### config.mk
export PLATFORM = sky130hd
export DESIGN_NAME = if_stage
export DESIGN_NICKNAME = d
export VERILOG_FILES = /design/src/rtl/if_stage.sv
export SDC_FILE = /design/constraint.sdc
export NUM_CORES = 1
export LEC_CHECK = 0
export CORE_ASPECT_RATIO = 1.75
export CORE_MARGIN = 1.5
export CORE_UTILIZATION = 48
export CTS_BUF_LIST = sky130_fd_sc_hd__clkbuf_16
export DETAILED_ROUTE_END_ITERATION = 10
export GPL_ROUTABILITY_DRIVEN = 0
export GPL_TIMING_DRIVEN = 0
export HOLD_SLACK_MARGIN = 0.08
export PLACE_DENSITY = 0.95
export SETUP_SLACK_MARGIN = 0.2
export SLEW_MARGIN = 10
export SYNTH_ARGS = -nofsm -noshare
export SYNTH_HDL_FRONTEND = slang
export SYNTH_SLANG_ARGS = --single-unit
### constraint.sdc
create_clock -name clk -period 4.5 [get_ports clk]
set_input_delay 0.675 -clock clk [delete_from_list [all_inputs] [get_ports clk]]
set_output_delay 0.675 -clock clk [all_outputs]
set_load 0.02 [all_outputs]
### src/rtl/if_stage.sv
`default_nettype none
// ============================================================================
// Module   : if_stage
// Function : RISC-V fetch stage. Owns the PC, captures the ROM word into IF/ID,
//            and handles stalls, flushing redirects and misaligned targets.
// Revision : 1.0
// ============================================================================
module if_stage #(
   parameter int                  PC_WIDTH  = 16,
   parameter logic [PC_WIDTH-1:0] RESET_PC  = 16'h0000,
   parameter logic [31:0]         NOP_INSTR = 32'h00000013,
   parameter int                  CNT_WIDTH = 32
) (
   input  logic                 clk,
   input  logic                 rst,
   output logic [PC_WIDTH-1:0]  pc,
   input  logic [31:0]          instr,
   input  logic                 id_stall,
   input  logic                 redirect,
   input  logic [PC_WIDTH-1:0]  redirect_pc,
   output logic                 if_id_valid,
   output logic [31:0]          if_id_instr,
   output logic [PC_WIDTH-1:0]  if_id_pc,
   output logic                 misalign_err,
   output logic [CNT_WIDTH-1:0] fetch_count
);

   localparam logic [PC_WIDTH-1:0]  c_PC_STEP  = PC_WIDTH'(4);
   localparam logic [CNT_WIDTH-1:0] c_CNT_ONE  = CNT_WIDTH'(1);
   localparam logic [PC_WIDTH-1:0]  c_PC_ZERO  = '0;

   logic [PC_WIDTH-1:0]  r_pc;
   logic                 r_valid;
   logic [31:0]          r_instr;
   logic [PC_WIDTH-1:0]  r_if_id_pc;
   logic                 r_misalign;
   logic [CNT_WIDTH-1:0] r_count;

   logic [PC_WIDTH-1:0]  w_pc_nxt;
   logic                 w_valid_nxt;
   logic [31:0]          w_instr_nxt;
   logic [PC_WIDTH-1:0]  w_if_id_pc_nxt;
   logic                 w_misalign_nxt;
   logic [CNT_WIDTH-1:0] w_count_nxt;

   // Priority: redirect beats stall beats advance; reset handled in the register.
   always_comb begin
      w_pc_nxt       = r_pc;
      w_valid_nxt    = r_valid;
      w_instr_nxt    = r_instr;
      w_if_id_pc_nxt = r_if_id_pc;
      w_misalign_nxt = 1'b0;
      w_count_nxt    = r_count;
      if (redirect) begin
         // Target is force-aligned; a nonzero low pair is only flagged.
         w_pc_nxt       = {redirect_pc[PC_WIDTH-1:2], 2'b00};
         w_valid_nxt    = 1'b0;
         w_instr_nxt    = NOP_INSTR;
         w_if_id_pc_nxt = c_PC_ZERO;
         w_misalign_nxt = (redirect_pc[1:0] != 2'b00);
      end else if (!id_stall) begin
         w_pc_nxt       = r_pc + c_PC_STEP;
         w_valid_nxt    = 1'b1;
         w_instr_nxt    = instr;
         w_if_id_pc_nxt = r_pc;
         w_count_nxt    = r_count + c_CNT_ONE;
      end
   end

   always_ff @(posedge clk) begin
      if (rst) begin
         r_pc       <= {RESET_PC[PC_WIDTH-1:2], 2'b00};
         r_valid    <= 1'b0;
         r_instr    <= NOP_INSTR;
         r_if_id_pc <= c_PC_ZERO;
         r_misalign <= 1'b0;
         r_count    <= '0;
      end else begin
         r_pc       <= w_pc_nxt;
         r_valid    <= w_valid_nxt;
         r_instr    <= w_instr_nxt;
         r_if_id_pc <= w_if_id_pc_nxt;
         r_misalign <= w_misalign_nxt;
         r_count    <= w_count_nxt;
      end
   end

   assign pc           = r_pc;
   assign if_id_valid  = r_valid;
   assign if_id_instr  = r_instr;
   assign if_id_pc     = r_if_id_pc;
   assign misalign_err = r_misalign;
   assign fetch_count  = r_count;

endmodule
`default_nettype wire

-- Word-level counts from Yosys, hierarchy flattened
Index checks and enable logic that the tools add are counted.
- register bits after elaboration: 98
- bits in latches: 0
- bits in writable memories: 0
- bits in read-only memories: 0
- input port bits: 52
- output and inout port bits: 98
- memories: 0
- add/subtract/negate cells: 2
- multipliers: 0
- div/mod/pow operators: 0
- $lt $le $gt $ge: 0
- eq/ne operators: 1
- shifts and indexed selects: 0
- multiplexer cells: 2
- bitwise gates (word level): 2
- reduce and logical (&&, ||, !) cells: 4
- operator list (operator ; count):
    adder 32 x 1 -> 32 bit, second input constant ; 1
    two-way mux 16 bit ; 2
    adder 16 x 3 -> 16 bit, second input constant ; 1
    OR reduction 2 bit ; 2
    != test 2 x 1 -> 1 bit, second input constant ; 1
    inverter 1 bit ; 2
    AND reduction 2 bit ; 1
    nonzero test 2 bit ; 1

-- Depth between registers and ports, before layout
Gate-level depths: netlist (run 1).
- word-level depth: 3
- mapped depth: 7
- depth with buffers taken out: 5

-- Worst setup path before layout (run 1)
OpenSTA, ideal clock, no wires.
- path kind: reg2reg
- from: register r_count[0], in the netlist fetch_count[0]
- to: register r_count[22], in the netlist fetch_count[22]
- setup time: 0.070 ns
- data arrival time: 1.905 ns
- setup slack: 2.524 ns
- stages on the path, launching flop included: 7
- buffers on the path: 1
- cell sequence: dfxtp_1 ha_1 clkbuf_1 and3_1 nand4_2 or4_2 a21oi_1
- longest elaborated chain between the ends: 1
- RTL lines (what ; RTL line ; RTL):
    from (decl) ; 37 ; logic [CNT_WIDTH-1:0] r_count;
    from (signal assigned) ; 84 ; r_count <= w_count_nxt;
    adder 32 x 1 -> 32 bit ; 66 ; w_count_nxt = r_count + c_CNT_ONE;
Every way passes these cells.
A chain may end at the register's enable or synchronous reset.

-- Final worst setup path (run 1)
- from: input port redirect
- to: register r_count[22], in the netlist fetch_count[22]
- longest elaborated chain between the ends: 2
- RTL lines (what ; RTL line ; RTL):
    from (decl) ; 19 ; input logic redirect,
    inverter 1 bit (no source line) ; n/a ;
    AND reduction 2 bit (no source line) ; n/a ;
Every way passes these cells.

==> results of run 1 <==
==> flip-flops by register name, summed over array words and instances, names as in the netlist <==
name          count
if_id_instr      32
if_id_pc         14
pc               14
if_id_valid       1
misalign_err      1
fetch_count      32
==> worst reg2reg max path: stages, from the launching register on <==
cell and delay (ns):
dfxtp_1 0.42, ha_1 0.17, clkbuf_1 0.33, and3_1 0.25, nand4_2 0.22, or4_2 0.61
a21oi_1 0.19
==> layer usage <==
metal | vias up | routed length (um) | part of all wire, %
met2 | 164 | 6300 | 55
li1 | 1839 | - | -
met1 | 1805 | 4110 | 36
met5 | - | 0 | 0
met3 | 30 | 697 | 6.1
met4 | 0 | 343 | 3.0
==> cell type report <==
| class | instances | share of cell area [%] |
|---|---|---|
| Sequential cell | 94 | 31.8 |
| Tap cell | 92 | 1.94 |
| Buffer | 31 | 2.96 |
| Timing Repair Buffer | 145 | 24.5 |
| Clock buffer | 9 | 3.80 |
| Inverter | 13 | 0.823 |
| Clock inverter | 7 | 1.10 |
| Multi-Input combinational cell | 302 | 33.1 |
==> cells by family after synthesis <==
family                     after synthesis  share of synthesized area (%)
AOI/OAI and AO/OA                       62                           9.22
adders and majority gates                2                          0.617
buffers and inverters                   44                           5.52
other                                    1                         0.0924
muxes                                   51                           12.6
xor gates and xnor gates                21                           4.53
and+or+nand+nor                        162                           21.0
DFF                                     94                           46.4
==> path summary, 6_finish.rpt <==
check	cells past startpoint	end	startpoint	slack, ns
worst max-delay path	5	fetch_count[22]$_SDFFE_PP0P_	redirect	2.13
worst min-delay path	2	if_id_valid$_SDFFE_PP0N_	if_id_valid$_SDFFE_PP0N_	0.47
worst max register to register	6	fetch_count[22]$_SDFFE_PP0P_	fetch_count[0]$_SDFFE_PP0P_	2.21
worst min register to register	2	if_id_valid$_SDFFE_PP0N_	if_id_valid$_SDFFE_PP0N_	0.47
==> per-stage QoR <==
| step | setup slack [ns] | area (um^2) |
|---|---|---|
| floorplan | 2.52 | 4070 |
| global placement | 1.91 | 5640 |
| detailed placement | 1.86 | 5640 |
| CTS | 2.15 | 5930 |
| global route | 2.04 | 5930 |
| finish | 2.13 | 5930 |
==> synth_stat cells, drive strengths merged <==
master	count
or4	13
and2	2
clkbuf	11
nor2	68
a311oi	1
and4	3
conb	1
nand4b	3
xnor2	6
xor2	15
nor3b	1
mux2i	50
or3	8
a211oi	1
nand4	14
nand2	20
o31ai	13
or2	2
mux2	1
a21oi	30
inv	13
nand2b	1
buf	20
dfxtp	94
ha	2
nor3	4
nor4	2
o21ai	8
o21a	6
nor2b	3
and4b	1
and3	6
a21o	1
and4bb	1
nand3	10
a2111oi	2
==> power groups by stage <==
| stage | clock network (mW) | registers, mW | logic (mW) |
|---|---|---|---|
| detailed placement | 0 | 0.895 | 0.219 |
| finish | 0.751 | 0.877 | 0.219 |
| CTS | 0.760 | 0.876 | 0.221 |
| global placement | 0 | 0.894 | 0.214 |
| global route | 0.794 | 0.879 | 0.234 |
| floorplan | 0 | 0.917 | 0.0821 |
==> out/metrics.csv, run 1 <==
metric;value;unit
worst hold path type;register to register;
Seq/Total Area, Yosys;46.4;%
switch share;24.3;%
syn avg cell area;9.29;um^2
leading cell types in the layout, fill and taps excluded;clkdlybuf4s50_1 (145), dfxtp_1 (94), nor2_1 (68), mux2i_1 (50), a21oi_1 (30);
slowest stage delay, CP;0.61;ns
Die W;72.5;um
Via density;5.54;
GRT overflow;0;
# DRC;0;
yosys synthesis warning count;0;
combinational power share;11.9;%
RSZ-0062 raised after global routing;false;
GRT met3 Usage;5.74;%
commonest non-fill, non-tap cell in the layout;clkdlybuf4s50_1;
first-pass GRT wire length;18.5;mm
drt first pass iters;5;
fillers;613;
LEAKAGE;2.29;nW
Reg clk slew, reported paths;0.07;ns
DR iter-0 viols;225;
die span in y;125;um
crit end category;register;
placed cells;677;
switching power;449;uW
Worst setup SP type;input pin;
aggregate global-route resource usage;25.8;%
Final Util;71.8;%
initial core utilization;49.1;%
hold slack;0.466;ns
Seq pwr share;47.5;%
register area;1880;um^2
Pwr Total;1.85;mW
M1 GR Usage;25.8;%
post-synthesis register bit count;94;
CP max-delay cell;or4_2;
via count;3838;
met2 Resource Use GR;48.1;%
setup TNS;0;ns
Clock power frac;40.7;%
Detail Route Antenna Nets;0;
CTS tree;built;
Clock Tree Buf Depth;2;
Post-Route WL;11.5;mm
Slew HR;49.3;%
top post-synthesis cells by area;dfxtp_1 (46%), mux2i_1 (12%), nor2_1 (6.3%), a21oi_1 (3.7%), xor2_1 (3.2%);
PD cells;312;nW/um^2
P&R area growth vs syn;46.0;%
die area;9040;um^2
Final Skew;0.00712;ns
pin count of the biggest net entering global routing;16;
post-CTS setup buffers;0;
Clk Latency, worst-skew pair;0.34;ns
I/O Pins;150;
largest vdd supply drop;263;uV
fin cells;693;
footprint of the multi-input gates;1960;um^2
Setup-failing EPs final;0;
clock sink total;94;
WP data arrival;2.63;ns
Post-CTS Resized;0;
worst path bufs/invs;1;
worst slew pin tran;0.761;ns
max-slew violations;0;
status;complete, no violations;
Std-Cell Rows;44;
CORE AREA;8260;um^2
Clock H-tree levels;3;
Final min period;2.37;ns
diodes inserted;0;
Max-cap violations;0;
CTS Hold Bufs;0;
number of global-route vias before repair;4074;
layout cell share with drive strength beyond 1;6.32;%
post-synthesis cell count;437;
WS Path Type;input pin to register;
Port Buffer Count;145;
synth unique cells;45;
CP Cell Sequence;clkdlybuf4s50_1, and4bb_2, nand4_2, or4_2, a21oi_1;
Synth area leader;dfxtp_1;
Mapped Area;4060;um^2
Top delay family on crit path;simple AND/OR/NAND/NOR gates;
CP required;4.76;ns
CTS Root Cell;clkbuf_16;
CTS Buf Count;9;
final-report hold violation count;0;
Final #Nets;650;
most crowded layer after global routing;met2;
post-synth top area share;46.4;%
Final HPWL DP;8.56;mm
initial antenna violation count;0;
post-DR wirelength/cell;16.5;um
P_int;1.40;mW
Final period util;52.7;%
fmax;421;MHz
CP Max Fanout;8;
Note: power is estimated with default switching activity, not from simulation.
==> run 2: changes to the inputs <==
--- a/config.mk
+++ b/config.mk
@@ -7,13 +7,13 @@
 export LEC_CHECK = 0
 export CORE_ASPECT_RATIO = 1.75
 export CORE_MARGIN = 1.5
-export CORE_UTILIZATION = 48
+export CORE_UTILIZATION = 44
 export CTS_BUF_LIST = sky130_fd_sc_hd__clkbuf_16
 export DETAILED_ROUTE_END_ITERATION = 10
 export GPL_ROUTABILITY_DRIVEN = 0
 export GPL_TIMING_DRIVEN = 0
 export HOLD_SLACK_MARGIN = 0.08
-export PLACE_DENSITY = 0.95
+export PLACE_DENSITY = 0.91
 export SETUP_SLACK_MARGIN = 0.2
 export SLEW_MARGIN = 10
 export SYNTH_ARGS = -nofsm -noshare
==> constraint.sdc (replaced) <==
create_clock -name clk -period 2.34 [get_ports clk]
set_input_delay 0.351 -clock clk [delete_from_list [all_inputs] [get_ports clk]]
set_output_delay 0.351 -clock clk [all_outputs]
set_load 0.02 [all_outputs]
==> out/metrics.csv, run 2 (synthesized netlist as in run 1, its figures left out) <==
metric;value;unit
status;complete, no violations;
Final HPWL DP;8.74;mm
worst slew pin tran;0.736;ns
CORE AREA;9040;um^2
Clock H-tree levels;3;
CP Cell Sequence;ha_1, clkbuf_2, and3_1, nand4_2, or4_2, a21oi_1;
Die W;75.6;um
post-DR wirelength/cell;15.7;um
aggregate global-route resource usage;24.3;%
Final min period;2.04;ns
initial core utilization;44.9;%
max-slew violations;0;
Port Buffer Count;145;
worst hold path type;register to register;
Clk Latency, worst-skew pair;0.33;ns
Slew HR;50.9;%
Hold EP;if_id_valid$_SDFFE_PP0N_;
hold slack;0.470;ns
Reg2Reg Setup Slack;0.30;ns
Final period util;87.2;%
hold path depth;2;
reg2reg start;fetch_count[0]$_SDFFE_PP0P_;
fin area;6020;um^2
I/O Pins;150;
Via density;5.26;
Worst setup SP type;register;
Place WS;-0.0217;ns
largest vdd supply drop;521;uV
die area;9830;um^2
crit end category;register;
CP Max Fanout;8;
initial antenna violation count;0;
final-report hold violation count;0;
Reg clk slew, reported paths;0.07;ns
Detail Route Antenna Nets;0;
GRT overflow;0;
WS Path Type;register to register;
CTS Hold Bufs;0;
Clock Tree Buf Depth;2;
CTS Root Cell;clkbuf_16;
number of global-route vias before repair;4008;
Reg-to-Reg End;fetch_count[22]$_SDFFE_PP0P_;
die span in y;130;um
Final #Nets;653;
leading cell types in the layout, fill and taps excluded;clkdlybuf4s50_1 (145), dfxtp_1 (94), nor2_1 (68), mux2i_1 (50), a21oi_1 (30);
clock sink total;94;
CTS Buf Count;9;
Worst Slack Setup Final;0.300;ns
CP max-delay cell;or4_2;
Post-Route WL;11.4;mm
# DRC;0;
LEAKAGE;2.32;nW
Setup-failing EPs final;0;
slowest stage delay, CP;0.59;ns
diodes inserted;0;
DR iter-0 viols;122;
fmax;490;MHz
Std-Cell Rows;46;
layout cell share with drive strength beyond 1;7.45;%
depth of the most critical reg-to-reg path;6;
Final Skew;0.00496;ns
Max-cap violations;0;
WP data arrival;2.30;ns
drt first pass iters;4;
first-pass GRT wire length;18.5;mm
Worst Min Path Start;if_id_valid$_SDFFE_PP0N_;
P&R area growth vs syn;48.3;%
CP required;2.60;ns
RSZ-0062 raised after global routing;false;
placed cell area;5670;um^2
CTS tree;built;
pin count of the biggest net entering global routing;17;
PD cells;609;nW/um^2
commonest non-fill, non-tap cell in the layout;clkdlybuf4s50_1;
via count;3807;
==> run 2: through the flow <==
stage,setup TNS [ns],power (mW),util [%],std cells
after global routing,0,3.82,66.6,724
after floorplan,0,1.92,-,440
final,0,3.67,66.6,724
after CTS,0,3.70,66.3,721
after global placement,0,2.13,62.8,705
after detailed placement,-0.0450,2.14,62.8,705
==> run 2: final cells by class <==
class,instances,area (um^2)
buffer,31,176
clock buffer,9,225
clock inverter,7,97.6
fill,741,3020
inverter,13,48.8
multi-input combinational,302,1960
sequential,94,1880
tap,120,150
timing repair buffer,148,1470
==> run 2: what timing repair did <==
action                                  4_1_cts  5_1_grt
endpoints found under the setup margin        0        7
buffers inserted                              0        3
gates resized for setup                       0        2
==> run 2: power by group <==
part	leakage (nW)	internal, mW	switching, mW
clock network	0.152	0.939	0.621
logic	1.40	0.224	0.195
registers	0.765	1.64	0.0431
==> run 2: worst max path at each step <==
| stage | startpoint | to | slack [ns] | depth (start not counted) |
|---|---|---|---|---|
| floorplan | fetch_count[0]$_SDFFE_PP0P_ | fetch_count[22]$_SDFFE_PP0P_ | 0.36 | 6 |
| global placement | redirect | fetch_count[27]$_SDFFE_PP0P_ | 0.05 | 5 |
| detailed placement | redirect | fetch_count[27]$_SDFFE_PP0P_ | -0.02 | 5 |
| CTS | fetch_count[1]$_SDFFE_PP0P_ | fetch_count[22]$_SDFFE_PP0P_ | 0.22 | 6 |
| global route | fetch_count[1]$_SDFFE_PP0P_ | fetch_count[22]$_SDFFE_PP0P_ | 0.20 | 6 |
| finish | fetch_count[0]$_SDFFE_PP0P_ | fetch_count[22]$_SDFFE_PP0P_ | 0.30 | 6 |
==> run 2: critical path: cells and delay by family (launching register included) <==
| family | cells | cell delay (ns) |
|---|---|---|
| buffers and inverters | 1 | 0.20 |
| and+or+nand+nor | 3 | 1.02 |
| AOI/OAI and AO/OA | 1 | 0.16 |
| DFF | 1 | 0.41 |
| adders and majority gates | 1 | 0.18 |
==> run 2: per-layer routing <==
metal  routed length [um]  share of wire [%]  vias to the layer above  global-route usage (%)
li1                     -                  -                     1843                       -
met1                 4070                 36                     1828                    23.2
met2                 6640                 58                      124                    47.0
met3                  597                5.2                       12                    6.02
met4                   91               0.80                        0                    10.1
met5                    0                  0                        -                       0
==> run 3: changes to the inputs <==
--- a/config.mk
+++ b/config.mk
@@ -12,7 +12,6 @@
 export DETAILED_ROUTE_END_ITERATION = 10
 export GPL_ROUTABILITY_DRIVEN = 0
 export GPL_TIMING_DRIVEN = 0
-export HOLD_SLACK_MARGIN = 0.08
 export PLACE_DENSITY = 0.91
 export SETUP_SLACK_MARGIN = 0.2
 export SLEW_MARGIN = 10
==> results of run 3 <==
Same layout as run 2: the final DEF is identical, and so are final timing and power.
